===== src/rtl/booth_signed_divider_if.sv =====
// Start/result interface of the signed restoring divider; mirrors the load-style
// interface of the Booth multiplier that sits beside it.
interface booth_signed_divider_if #(
    parameter int unsigned WIDTH = 8
);
    logic             load;
    logic [WIDTH-1:0] dividend;
    logic [WIDTH-1:0] divisor;
    logic             busy;
    logic             done;
    logic [WIDTH-1:0] quotient;
    logic [WIDTH-1:0] remainder;
    logic             div_by_zero;
    logic             overflow;

    modport master (
        output load, dividend, divisor,
        input  busy, done, quotient, remainder, div_by_zero, overflow
    );

    modport slave (
        input  load, dividend, divisor,
        output busy, done, quotient, remainder, div_by_zero, overflow
    );
endinterface


===== src/rtl/booth_signed_divider.sv =====
// Sequential signed radix-2 restoring divider: one quotient bit per cycle on operand
// magnitudes, then sign correction. Fixed latency of WIDTH+1 cycles from load.
module booth_signed_divider #(
    parameter int unsigned WIDTH = 8
) (
    input logic                   clk,
    input logic                   reset,
    booth_signed_divider_if.slave bus
);
    localparam int unsigned CntW = (WIDTH > 2) ? $clog2(WIDTH) : 1;

    typedef enum logic [1:0] {StIdle, StDivide, StFix} state_e;

    state_e           state_q, state_d;
    logic             sign_n_q, sign_n_d;
    logic             sign_d_q, sign_d_d;
    logic             dz_cap_q, dz_cap_d;
    logic             ovf_cap_q, ovf_cap_d;
    logic [WIDTH-1:0] dividend_q, dividend_d;
    logic [WIDTH-1:0] a_mag_q, a_mag_d;   // dividend magnitude, becomes quotient magnitude
    logic [WIDTH-1:0] b_mag_q, b_mag_d;
    logic [WIDTH-1:0] rem_q, rem_d;
    logic [CntW-1:0]  cnt_q, cnt_d;
    logic             done_q, done_d;
    logic [WIDTH-1:0] quotient_q, quotient_d;
    logic [WIDTH-1:0] remainder_q, remainder_d;
    logic             div_by_zero_q, div_by_zero_d;
    logic             overflow_q, overflow_d;

    logic [WIDTH:0]   shifted;
    logic [WIDTH:0]   trial;
    logic [WIDTH-1:0] most_neg;

    assign most_neg = {1'b1, {(WIDTH-1){1'b0}}};
    assign shifted  = {rem_q, a_mag_q[WIDTH-1]};
    assign trial    = shifted - {1'b0, b_mag_q};

    always_comb begin
        state_d       = state_q;
        sign_n_d      = sign_n_q;
        sign_d_d      = sign_d_q;
        dz_cap_d      = dz_cap_q;
        ovf_cap_d     = ovf_cap_q;
        dividend_d    = dividend_q;
        a_mag_d       = a_mag_q;
        b_mag_d       = b_mag_q;
        rem_d         = rem_q;
        cnt_d         = cnt_q;
        done_d        = 1'b0;
        quotient_d    = quotient_q;
        remainder_d   = remainder_q;
        div_by_zero_d = div_by_zero_q;
        overflow_d    = overflow_q;

        unique case (state_q)
            StIdle: begin
                if (bus.load) begin
                    sign_n_d   = bus.dividend[WIDTH-1];
                    sign_d_d   = bus.divisor[WIDTH-1];
                    dividend_d = bus.dividend;
                    // Magnitudes are unsigned, so |most-negative| wraps to the right value.
                    a_mag_d    = bus.dividend[WIDTH-1] ? -bus.dividend : bus.dividend;
                    b_mag_d    = bus.divisor[WIDTH-1] ? -bus.divisor : bus.divisor;
                    dz_cap_d   = (bus.divisor == '0);
                    ovf_cap_d  = (bus.dividend == most_neg) && (bus.divisor == '1);
                    rem_d      = '0;
                    cnt_d      = CntW'(WIDTH - 1);
                    state_d    = StDivide;
                end
            end
            StDivide: begin
                a_mag_d = {a_mag_q[WIDTH-2:0], ~trial[WIDTH]};
                rem_d   = trial[WIDTH] ? shifted[WIDTH-1:0] : trial[WIDTH-1:0];
                cnt_d   = cnt_q - 1'b1;
                if (cnt_q == '0) begin
                    state_d = StFix;
                end
            end
            StFix: begin
                if (dz_cap_q) begin
                    quotient_d  = '1;
                    remainder_d = dividend_q;
                end else begin
                    quotient_d  = (sign_n_q ^ sign_d_q) ? -a_mag_q : a_mag_q;
                    remainder_d = sign_n_q ? -rem_q : rem_q;
                end
                div_by_zero_d = dz_cap_q;
                overflow_d    = ovf_cap_q && !dz_cap_q;
                done_d        = 1'b1;
                state_d       = StIdle;
            end
            default: state_d = StIdle;
        endcase
    end

    always_ff @(posedge clk or negedge reset) begin
        if (!reset) begin
            state_q       <= StIdle;
            sign_n_q      <= 1'b0;
            sign_d_q      <= 1'b0;
            dz_cap_q      <= 1'b0;
            ovf_cap_q     <= 1'b0;
            dividend_q    <= '0;
            a_mag_q       <= '0;
            b_mag_q       <= '0;
            rem_q         <= '0;
            cnt_q         <= '0;
            done_q        <= 1'b0;
            quotient_q    <= '0;
            remainder_q   <= '0;
            div_by_zero_q <= 1'b0;
            overflow_q    <= 1'b0;
        end else begin
            state_q       <= state_d;
            sign_n_q      <= sign_n_d;
            sign_d_q      <= sign_d_d;
            dz_cap_q      <= dz_cap_d;
            ovf_cap_q     <= ovf_cap_d;
            dividend_q    <= dividend_d;
            a_mag_q       <= a_mag_d;
            b_mag_q       <= b_mag_d;
            rem_q         <= rem_d;
            cnt_q         <= cnt_d;
            done_q        <= done_d;
            quotient_q    <= quotient_d;
            remainder_q   <= remainder_d;
            div_by_zero_q <= div_by_zero_d;
            overflow_q    <= overflow_d;
        end
    end

    assign bus.busy        = (state_q != StIdle);
    assign bus.done        = done_q;
    assign bus.quotient    = quotient_q;
    assign bus.remainder   = remainder_q;
    assign bus.div_by_zero = div_by_zero_q;
    assign bus.overflow    = overflow_q;
endmodule


===== src/flat_wrapper.sv =====
// flat-port wrapper written by rule: the top's interface ports become plain ports
module booth_signed_divider_flat 
#(
    parameter int unsigned WIDTH = 8
)
  (clk, reset, bus_load, bus_dividend, bus_divisor, bus_busy, bus_done, bus_quotient, bus_remainder, bus_div_by_zero, bus_overflow);
  booth_signed_divider_if #(.WIDTH(WIDTH)) bus_i ();
  input logic clk;
  input logic reset;
  input wire logic [$bits(bus_i.load)-1:0] bus_load;
  input wire logic [$bits(bus_i.dividend)-1:0] bus_dividend;
  input wire logic [$bits(bus_i.divisor)-1:0] bus_divisor;
  output wire logic [$bits(bus_i.busy)-1:0] bus_busy;
  output wire logic [$bits(bus_i.done)-1:0] bus_done;
  output wire logic [$bits(bus_i.quotient)-1:0] bus_quotient;
  output wire logic [$bits(bus_i.remainder)-1:0] bus_remainder;
  output wire logic [$bits(bus_i.div_by_zero)-1:0] bus_div_by_zero;
  output wire logic [$bits(bus_i.overflow)-1:0] bus_overflow;
  assign bus_i.load = bus_load;
  assign bus_i.dividend = bus_dividend;
  assign bus_i.divisor = bus_divisor;
  assign bus_busy = bus_i.busy;
  assign bus_done = bus_i.done;
  assign bus_quotient = bus_i.quotient;
  assign bus_remainder = bus_i.remainder;
  assign bus_div_by_zero = bus_i.div_by_zero;
  assign bus_overflow = bus_i.overflow;
  booth_signed_divider #(.WIDTH(WIDTH)) u_core (.clk(clk), .reset(reset), .bus(bus_i));
endmodule

===== config.mk =====
export PLATFORM = sky130hd
export DESIGN_NAME = booth_signed_divider_flat
export DESIGN_NICKNAME = d
export VERILOG_FILES = /design/src/rtl/booth_signed_divider_if.sv /design/src/rtl/booth_signed_divider.sv /design/src/flat_wrapper.sv
export SDC_FILE = /design/constraint.sdc
export NUM_CORES = 1
export LEC_CHECK = 0
export CORE_ASPECT_RATIO = 0.8
export CORE_MARGIN = 10
export CORE_UTILIZATION = 45
export CTS_CLUSTER_SIZE = 8
export DETAILED_ROUTE_END_ITERATION = 7
export GPL_ROUTABILITY_DRIVEN = 0
export PLACE_DENSITY = 0.74
export RECOVER_POWER = 50
export SYNTH_ARGS = -nofsm -noshare
export SYNTH_HDL_FRONTEND = slang
export SYNTH_SLANG_ARGS = --single-unit

===== constraint.sdc =====
create_clock -name clk -period 4.65 [get_ports clk]
set_input_delay 0.93 -clock clk [delete_from_list [all_inputs] [get_ports clk]]
set_output_delay 0.93 -clock clk [all_outputs]
set_load 0.02 [all_outputs]

==> flow_metrics.py, run 1 <==
metrics = {
    "global_route": {
        "grt_pass1_wl_mm": 13.57,
        "top_usage_layer": "met1",
        "overflow": 0,
        "gr-usage-all-layers_pct": 13.96,
        "use_met2_pct": 19.62,
        "grt_pass1_vias": 2707,
        "use_met1_pct": 19.94,
        "grt_max_degree": 41,
        "antenna_found_initial": 0,
        "met3_usage_pct": 4.219,
    },
    "sta": {
        "max-slew-margin-rel_pct": 24.62,
        "slew_viol_final": 0,
        "hold_viol_final": 0,
        "rsz0062_at_grt": "no",
        "fin_crit_sh_pct": 63.17,
        "setup_viol_count_final": 0,
        "fmax_mhz": 340.4,
        "min_period_ps": 2938,
        "max_slew.worst_pin.slew_ps": 1128,
        "fin_tns_setup_ps": 0,
        "skew_ps": 8.685,
    },
    "setup_path": {
        "reg2reg_to": "u_core.rem_q[5]",
        "r2r_setup_slack_ps": 1710,
        "crit_family": "compound AO/OA/AOI/OAI gates",
        "crit_arrival_ps": 3180,
        "path_max_fanout": 11,
        "endpoint_kind": "register",
        "cp.required_ps": 4890,
        "r2r_start": "u_core.a_mag_q[7]",
        "crit_chain": "inv_1, ha_1, inv_1, fa_1, a211oi_4, o211ai_2, a221oi_2, o21ai_1, o211ai_1",
        "rr_worst_depth": 9,
        "cp-start-kind": "register",
        "cpMostUsedCell": "inv_1",
        "critical_path_buf_inv_count": 2,
        "worst_path_max_delay_cell": "a221oi_2",
        "critical_path_class": "register to register",
        "cpPeakStageDelay_ps": 840,
    },
    "routing": {
        "ant_nets": 0,
        "dr.pass1.iters": 6,
        "viasPerCell": 5.212,
        "wl_mm": 7.882,
        "drt_iter0_markers": 171,
        "avgRoutedWirePerCell_um": 14.79,
        "drc": 0,
        "vias": 2778,
    },
    "die": {
        "start_util_pct": 46.63,
        "die_w_um": 118.1,
        "core_area_mm2": 0.007427,
        "rows": 28,
        "die_h_um": 98.47,
        "ios": 39,
        "dieArea_mm2": 0.01163,
    },
    "yosys": {
        "synth_top_area_share_pct": 42.63,
        "synth-edff-count": 0,
        "syn_avg_cell_area_um2": 8.813,
        "ys_ff_latch": 59,
        "synth.area.top_cells": "dfrtp_1, nand2_1, o21ai_0, ha_1, xor2_1",
        "netlist_area_mm2": 0.003463,
        "netlist_top_cells_count": "nand2_1, dfrtp_1, o21ai_0",
        "yosys.area.top_type": "dfrtp_1",
        "ys_seq_area_share_pct": 42.63,
        "async_reset_ff_share_pct": 100.0,
        "yosys.cell_count.top_type": "nand2_1",
        "synthCells": 393,
        "syn_nets": 428,
        "synth_cell_types": 50,
        "ys.flop_type": "dfrtp_1",
        "ys_warn_count": 0,
    },
    "cells_and_area": {
        "drive_above_1_share_pct": 6.308,
        "antenna_cells": 0,
        "regArea_mm2": 0.001476,
        "synthToLayoutAreaGrowth_pct": 18.28,
        "post-route-util_pct": 55.16,
        "fillers": 723,
        "fin_area_mm2": 0.004096,
        "num-nets-final": 458,
        "fin_cells": 533,
        "multi_input_area_mm2": 0.001805,
    },
    "clocking": {
        "post_cts_buffers": 0,
        "cts-htree-levels": 3,
        "cts_tree": "yes",
        "cts_hold_buffers": 0,
        "numCtsBuffers": 9,
        "cts_resized": 0,
        "cts.path.max_buffers": 2,
        "path_clk_slew_ps": 70,
        "root_buffer": "clkbuf_8",
        "cts_sinks": 59,
        "clkLatencyLatePin_ps": 340,
    },
    "hold_path": {
        "hold_path.class": "register to register",
        "holdPathStages": 2,
        "min_from": "u_core.bus.quotient[1]",
        "holdPathEnd": "u_core.bus.quotient[1]",
    },
    "placement": {
        "place_area_mm2": 0.003897,
        "dp_cells": 517,
        "dp_hpwl_mm": 5.971,
        "port_buffers": 38,
    },
    "power": {
        "p_leak_nw": 1.866,
        "power_density_mw_per_mm2": 764.9,
        "finalPower_mw": 3.134,
        "ir_worst_vdd_v": 0.0002910,
    },
    "run_status": {
        "status": "finished clean",
    },
    "run": {
        "maxCapViolCount": 0,
    },
}
worst max-delay path by stage:
| stage | from | end | slack (ps) | cells past startpoint |
|---|---|---|---|---|
| 4_1_cts | u_core.a_mag_q[7] | u_core.rem_q[4] | 1740 | 9 |
| 2_1_floorplan | u_core.a_mag_q[7] | u_core.rem_q[1] | 2330 | 10 |
| 6_report | u_core.a_mag_q[7] | u_core.rem_q[5] | 1710 | 9 |
| 3_3_place_gp | bus_divisor[0] | u_core.b_mag_q[6] | 1800 | 8 |
| 5_1_grt | u_core.a_mag_q[7] | u_core.rem_q[1] | 1540 | 9 |
| 3_5_place_dp | u_core.a_mag_q[7] | u_core.rem_q[4] | 1740 | 9 |
registers in the layout, indices dropped and copies added, names as in the netlist:
signal and cells:
u_core.b_mag_q 8, u_core.bus.div_by_zero 1, u_core.dividend_q 8, u_core.a_mag_q 8, u_core.dz_cap_q 1, u_core.bus.done 1, u_core.ovf_cap_q 1, u_core.sign_d_q 1
u_core.state_q 2, u_core.bus.overflow 1, u_core.cnt_q 3, u_core.bus.quotient 8, u_core.rem_q 8, u_core.bus.remainder 8
worst reg2reg max path, stage by stage (launching register included):
cell	delay [ps]
dfrtp_1	390
inv_1	120
ha_1	190
inv_1	60
fa_1	420
a211oi_4	300
o211ai_2	130
a221oi_2	840
o21ai_1	160
o211ai_1	230
kinds of logic after synthesis:
kind of cell,count (synthesis),synth area share [%]
fa+ha+maj,16,5.997
mux,14,4.046
flops,59,42.63
simple gates,141,18.68
xor+xnor,26,6.575
compound gates,91,16.84
buf+inv,46,5.238
power by group:
| group | switching [mW] | internal (mW) | total [mW] |
|---|---|---|---|
| Combinational | 0.960 | 0.745 | 1.71 |
| Clock | 0.221 | 0.250 | 0.471 |
| Sequential | 0.213 | 0.745 | 0.957 |
| Total | 1.39 | 1.74 | 3.13 |
routing by layer:
layer  vias to the layer above  part of all wire (%)  wire [µm]
met5                         -                     0          0
met4                         0                  0.58         46
met3                         5                   8.3        656
li1                       1406                     -          -
met1                      1281                    50       3941
met2                        86                    41       3237
cell usage in the layout, fill, tap and decap left out, drive strengths merged, types with 5 or more instances in the layout:
master	n
o21ai	45
ha	15
nand2	69
dfrtp	59
xor2	20
inv	26
mux2i	14
o211ai	5
clkdlybuf4s50	37
a21oi	16
clkbuf	10
nand2b	10
a22oi	5
nor2	24
xnor2	6
nand3	11
nor3	6
per-stage QoR:
stage                     hold WS [ps]  setup slack (ps)
after global routing             497.3              1539
after global placement           458.2              1797
after detailed placement         460.9              1739
after CTS                        477.4              1741
after floorplan                  444.5              2330
final                            471.3              1712
final cells by class:
type	count	share of cell area, %
Clock buffer	9	3.024
Clock inverter	7	1.863
Inverter	25	2.291
Multi-Input combinational cell	288	44.07
Sequential cell	59	36.04
Tap cell	105	3.207
Timing Repair Buffer	40	9.499
(Power assumes the default switching activity.)
==> inputs of run 2 (changes only) <==
--- a/config.mk
+++ b/config.mk
@@ -11,7 +11,7 @@
 export CTS_CLUSTER_SIZE = 8
 export DETAILED_ROUTE_END_ITERATION = 7
 export GPL_ROUTABILITY_DRIVEN = 0
-export PLACE_DENSITY = 0.74
+export PLACE_DENSITY = 0.77
 export RECOVER_POWER = 50
 export SYNTH_ARGS = -nofsm -noshare
 export SYNTH_HDL_FRONTEND = slang
==> constraint.sdc (replaced) <==
create_clock -name clk -period 2.6 [get_ports clk]
set_input_delay 0.52 -clock clk [delete_from_list [all_inputs] [get_ports clk]]
set_output_delay 0.52 -clock clk [all_outputs]
set_load 0.02 [all_outputs]
==> run 2 against run 1 <==
  * Clock-buffer cell count increased by 1
  * Largest power group unchanged
  * Largest cell class unchanged
  * Die area unchanged
  * Critical path depth is 1 higher
  * Total power up 92%
  * Critical endpoint is now u_core.rem_q[6]
  * Sequential power up 78%
  * Register-to-register slack got worse by 1500 ps
  * Critical path type unchanged
  * Final cell count grew 2.3%
==> flow_metrics.py, run 2 (synthesis gave the netlist of run 1 again) <==
metrics = {
    "global_route": {
        "overflow": 0,
        "grt_max_degree": 25,
        "grt_pass1_vias": 2901,
        "gr-usage-all-layers_pct": 14.64,
        "antenna_found_initial": 0,
        "grt_pass1_wl_mm": 14.01,
    },
    "cells_and_area": {
        "final_cell_mix": "nand2_1, dfrtp_1, o21ai_0",
        "num-nets-final": 470,
        "antenna_cells": 0,
        "synthToLayoutAreaGrowth_pct": 22.00,
        "layout_commonest_cell": "nand2_1",
        "fin_area_mm2": 0.004225,
        "fillers": 690,
        "multi_input_area_mm2": 0.001808,
        "regArea_mm2": 0.001476,
        "fin_cells": 545,
        "drive_above_1_share_pct": 8.409,
    },
    "power": {
        "p_int_mw": 3.441,
        "ir_worst_vdd_v": 0.0006087,
        "finalPower_mw": 6.031,
        "p_leak_nw": 1.940,
        "swShare_pct": 42.95,
        "power_density_mw_per_mm2": 1427,
        "power_frac_comb_pct": 54.2,
        "power.switching_mw": 2.591,
        "seqPwrFrac_pct": 28.2,
        "clkPwrFrac_pct": 17.6,
    },
    "die": {
        "ios": 39,
        "rows": 28,
        "die_w_um": 118.1,
        "start_util_pct": 46.63,
        "dieArea_mm2": 0.01163,
        "die_h_um": 98.47,
        "core_area_mm2": 0.007427,
    },
    "setup_path": {
        "crit_arrival_ps": 2620,
        "path_max_fanout": 6,
        "crit_chain": "inv_2, ha_1, inv_1, fa_2, a211oi_4, o211ai_2, a221oi_2, buf_6, mux2i_1, o21ai_1",
        "endpoint_kind": "register",
        "worst_path_max_delay_cell": "dfrtp_1",
        "crit_family": "compound AO/OA/AOI/OAI gates",
        "r2r_setup_slack_ps": 190,
        "critical_path_class": "register to register",
        "critical_path_buf_inv_count": 3,
        "cp.depth": 10,
        "cp.required_ps": 2810,
        "rr_worst_depth": 10,
        "cpPeakStageDelay_ps": 390,
        "cp-start-kind": "register",
    },
    "clocking": {
        "cts-htree-levels": 3,
        "numCtsBuffers": 9,
        "path_clk_slew_ps": 80,
        "root_buffer": "clkbuf_8",
        "cts.path.max_buffers": 2,
        "cts_sinks": 59,
        "cts_hold_buffers": 0,
        "clkLatencyLatePin_ps": 350,
        "cts_tree": "yes",
    },
    "routing": {
        "dr.pass1.iters": 7,
        "dr_wl_met3_um": 645,
        "top_layer_used": "met4",
        "vias": 2936,
        "drt_iter0_markers": 206,
        "viasPerCell": 5.387,
        "drt-met1-wl_mm": 3.945,
        "avgRoutedWirePerCell_um": 15.38,
        "met2_length_mm": 3.618,
        "drc": 0,
        "wl_mm": 8.380,
        "ant_nets": 0,
    },
    "sta": {
        "skew_ps": 14.54,
        "min_period_ps": 2408,
        "max_slew.worst_pin.slew_ps": 1326,
        "setup_viol_count_final": 0,
        "hold_viol_final": 0,
        "max-slew-margin-rel_pct": 11.60,
        "slew_viol_final": 0,
        "fmax_mhz": 415.2,
        "fin_ws_ps": 191.7,
        "fin_crit_sh_pct": 92.63,
        "fin_tns_setup_ps": 0,
    },
    "run": {
        "maxCapViolCount": 0,
    },
    "hold_path": {
        "hold_path.class": "input pin to asynchronous set/reset pin",
    },
    "placement": {
        "place_area_mm2": 0.003965,
        "dp_cells": 526,
        "dp_slack_ps": 133.0,
        "port_buffers": 38,
        "dp_hpwl_mm": 6.435,
    },
    "run_status": {
        "status": "finished clean",
    },
}
## run 2: cell count changes in the layout (fill, tap and decap cells not counted), moves of 2 or more
| cell | change |
|---|---|
| buf_4 | +6 |
| bufinv_16 | +2 |
| clkbuf_1 | +4 |
| clkdlybuf4s50_1 | -2 |
| clkinvlp_4 | -2 |
| dlygate4sd3_1 | +2 |
## run 2: worst paths after layout
path,from,end
max,u_core.a_mag_q[7],u_core.rem_q[6]
min,reset,u_core.a_mag_q[3]
max reg2reg,u_core.a_mag_q[7],u_core.rem_q[6]
min reg2reg,u_core.cnt_q[0],u_core.cnt_q[0]
max in group asynchronous,reset,u_core.a_mag_q[7]
min in group clk,u_core.cnt_q[0],u_core.cnt_q[0]
## run 2: final cells by class
| type | count | share of cell area [%] |
|---|---|---|
| sequential | 59 | 34.94 |
| clock buffer | 10 | 3.257 |
| tap | 105 | 3.109 |
| clock inverter | 6 | 2.665 |
| timing repair buffer | 52 | 11.02 |
| inverter | 25 | 2.221 |
| multi-input combinational | 288 | 42.79 |
## run 2: repair_timing
action,in CTS,in global routing
endpoints found under the setup margin,0,7
setup buffers,0,2
gates resized for setup,0,3
## run 2: power groups by stage
| stage | registers, mW | clock network (mW) | logic (mW) |
|---|---|---|---|
| 3_3_place_gp | 1.69 | 0 | 3.06 |
| 5_1_grt | 1.76 | 1.11 | 3.65 |
| 6_report | 1.70 | 1.06 | 3.27 |
| 2_1_floorplan | 1.75 | 0 | 2.22 |
| 4_1_cts | 1.69 | 1.07 | 3.19 |
| 3_5_place_dp | 1.71 | 0 | 3.17 |
## run 2: per-layer routing
layer	up-vias	GRT usage, %
li1	1423	-
met1	1398	18.79
met2	100	21.77
met3	15	5.587
met4	0	5.787
met5	-	0
## run 2: metrics by stage
step / util (%) / hold WS (ps)
final: 56.89 / 286.4
after global routing: 56.89 / 337.3
after CTS: 56.76 / 88.15
after detailed placement: 53.39 / 455.3
after global placement: 53.39 / 455.9
after floorplan: - / 224.4
==> inputs of run 3 (changes only) <==
==> constraint.sdc (replaced) <==
create_clock -name clk -period 2.6 [get_ports clk]
set_input_delay 0.52 -clock clk [delete_from_list [all_inputs] [get_ports clk]]
set_output_delay 0.52 -clock clk [all_outputs]
set_load 0.1 [all_outputs]
==> run 3 against run 2 <==
  * Critical path depth stayed put
  * Clock skew shrank 9.1 ps
  * Final cell count is 0.18% higher
  * Non-clock buffer count rose by 1
  * Via count shrank 2.8%
  * Die area is the same
  * Fmax is 3.3% lower
  * Flip-flop and latch count unchanged
  * Largest cell class unchanged
  * Highest routed layer unchanged
==> flow_metrics.py, run 3 (synthesis gave the netlist of run 1 again) <==
metrics = {
    "cells_and_area": {
        "antenna_cells": 0,
        "num-nets-final": 471,
        "final_cell_mix": "nand2_1, dfrtp_1, o21ai_0",
        "multi_input_area_mm2": 0.001810,
        "regArea_mm2": 0.001476,
        "synthToLayoutAreaGrowth_pct": 19.98,
        "layout_commonest_cell": "nand2_1",
        "drive_above_1_share_pct": 13.15,
        "fillers": 690,
    },
    "setup_path": {
        "cp-start-kind": "register",
        "r2r_setup_slack_ps": 110,
        "reg2reg_to": "u_core.rem_q[0]",
        "crit_chain": "inv_2, ha_2, inv_1, fa_2, a211oi_4, o211ai_2, a221oi_2, buf_2, mux2i_1, a21o_1",
        "rr_worst_depth": 10,
        "worst_path_max_delay_cell": "dfrtp_1",
        "cp.required_ps": 2890,
        "path_max_fanout": 5,
        "critical_path_class": "register to register",
        "endpoint_kind": "register",
        "crit_arrival_ps": 2780,
        "startpoint": "u_core.a_mag_q[7]",
        "r2r_start": "u_core.a_mag_q[7]",
        "cpPeakStageDelay_ps": 400,
        "endpoint": "u_core.rem_q[0]",
    },
    "sta": {
        "slew_viol_final": 0,
        "max_slew.worst_pin.slew_ps": 1296,
        "min_period_ps": 2491,
        "setup_viol_count_final": 0,
        "fin_tns_setup_ps": 0,
        "max-slew-margin-rel_pct": 13.63,
        "fmax_mhz": 401.4,
        "hold_viol_final": 0,
        "skew_ps": 5.484,
        "fin_crit_sh_pct": 95.81,
    },
    "placement": {
        "dp_hpwl_mm": 6.292,
        "port_buffers": 38,
    },
    "run_status": {
        "status": "finished clean",
    },
    "routing": {
        "viasPerCell": 5.229,
        "drc": 0,
        "ant_nets": 0,
        "vias": 2855,
        "drt_iter0_markers": 205,
        "avgRoutedWirePerCell_um": 14.95,
        "wl_mm": 8.160,
        "dr.pass1.iters": 4,
    },
    "global_route": {
        "overflow": 0,
        "grt_max_degree": 25,
        "grt_pass1_wl_mm": 13.74,
        "antenna_found_initial": 0,
        "grt_pass1_vias": 2820,
        "gr-usage-all-layers_pct": 14.30,
    },
    "die": {
        "die_w_um": 118.1,
        "ios": 39,
        "dieArea_mm2": 0.01163,
        "start_util_pct": 46.63,
        "rows": 28,
        "die_h_um": 98.47,
        "core_area_mm2": 0.007427,
    },
    "clocking": {
        "path_clk_slew_ps": 70,
        "cts.path.max_buffers": 2,
        "cts-htree-levels": 3,
        "numCtsBuffers": 9,
        "cts_sinks": 59,
        "clkLatencyLatePin_ps": 350,
        "cts_tree": "yes",
        "cts_hold_buffers": 0,
        "root_buffer": "clkbuf_8",
    },
    "hold_path": {
        "hold_path.class": "input pin to asynchronous set/reset pin",
    },
    "run": {
        "maxCapViolCount": 0,
    },
}
[run 3: repair_timing]
action	CTS	global route
resized for setup	0	4
setup buffers	0	3
setup endpoints to repair	0	7
[run 3: routing by layer]
layer	wire, µm	global-route usage (%)	part of all wire [%]	up-vias
li1	-	-	-	1431
met1	4101	19.56	50	1318
met2	3364	20.57	41	92
met3	577	5.302	7.1	14
met4	116	4.080	1.4	0
met5	0	0	0	-
[run 3: layout make-up]
| cell class | instances | area share, % |
|---|---|---|
| clock buffer | 9 | 2.981 |
| sequential | 59 | 35.53 |
| timing repair buffer | 53 | 10.09 |
| tap | 105 | 3.162 |
| inverter | 25 | 2.258 |
| clock inverter | 7 | 2.409 |
| multi-input combinational | 288 | 43.57 |
[run 3: worst min-delay path by stage]
| stage | to | slack [ps] |
|---|---|---|
| 6_report | u_core.a_mag_q[3] | 310 |
| 5_1_grt | u_core.dividend_q[2] | 360 |
| 4_1_cts | u_core.dividend_q[2] | 90 |
| 3_5_place_dp | u_core.bus.quotient[1] | 460 |
| 3_3_place_gp | u_core.bus.quotient[1] | 460 |
| 2_1_floorplan | u_core.a_mag_q[0] | 220 |
[run 3: through the flow]
stage	utilization, %	cell area, µm²	instances	hold WS (ps)	worst slack, ps
after floorplan	-	3463	393	224.4	279.9
after global placement	52.71	3915	526	457.8	225.0
after detailed placement	52.71	3915	526	456.7	120.6
after CTS	55.73	4139	542	91.83	95.28
after global routing	55.95	4155	546	361.6	-31.24
final	55.95	4155	546	306.3	108.9
[run 3: worst max-delay path: cells and delay by family, from the launching register on]
kind	cells	cell delay, ps
compound gates	4	910
fa+ha+maj	2	560
buf+inv	3	360
flops	1	400
mux	1	190
Power of run 3 is left out: the tool's default activity adds up to more than one toggle a clock period on the data nets, which glitch-free logic cannot reach.
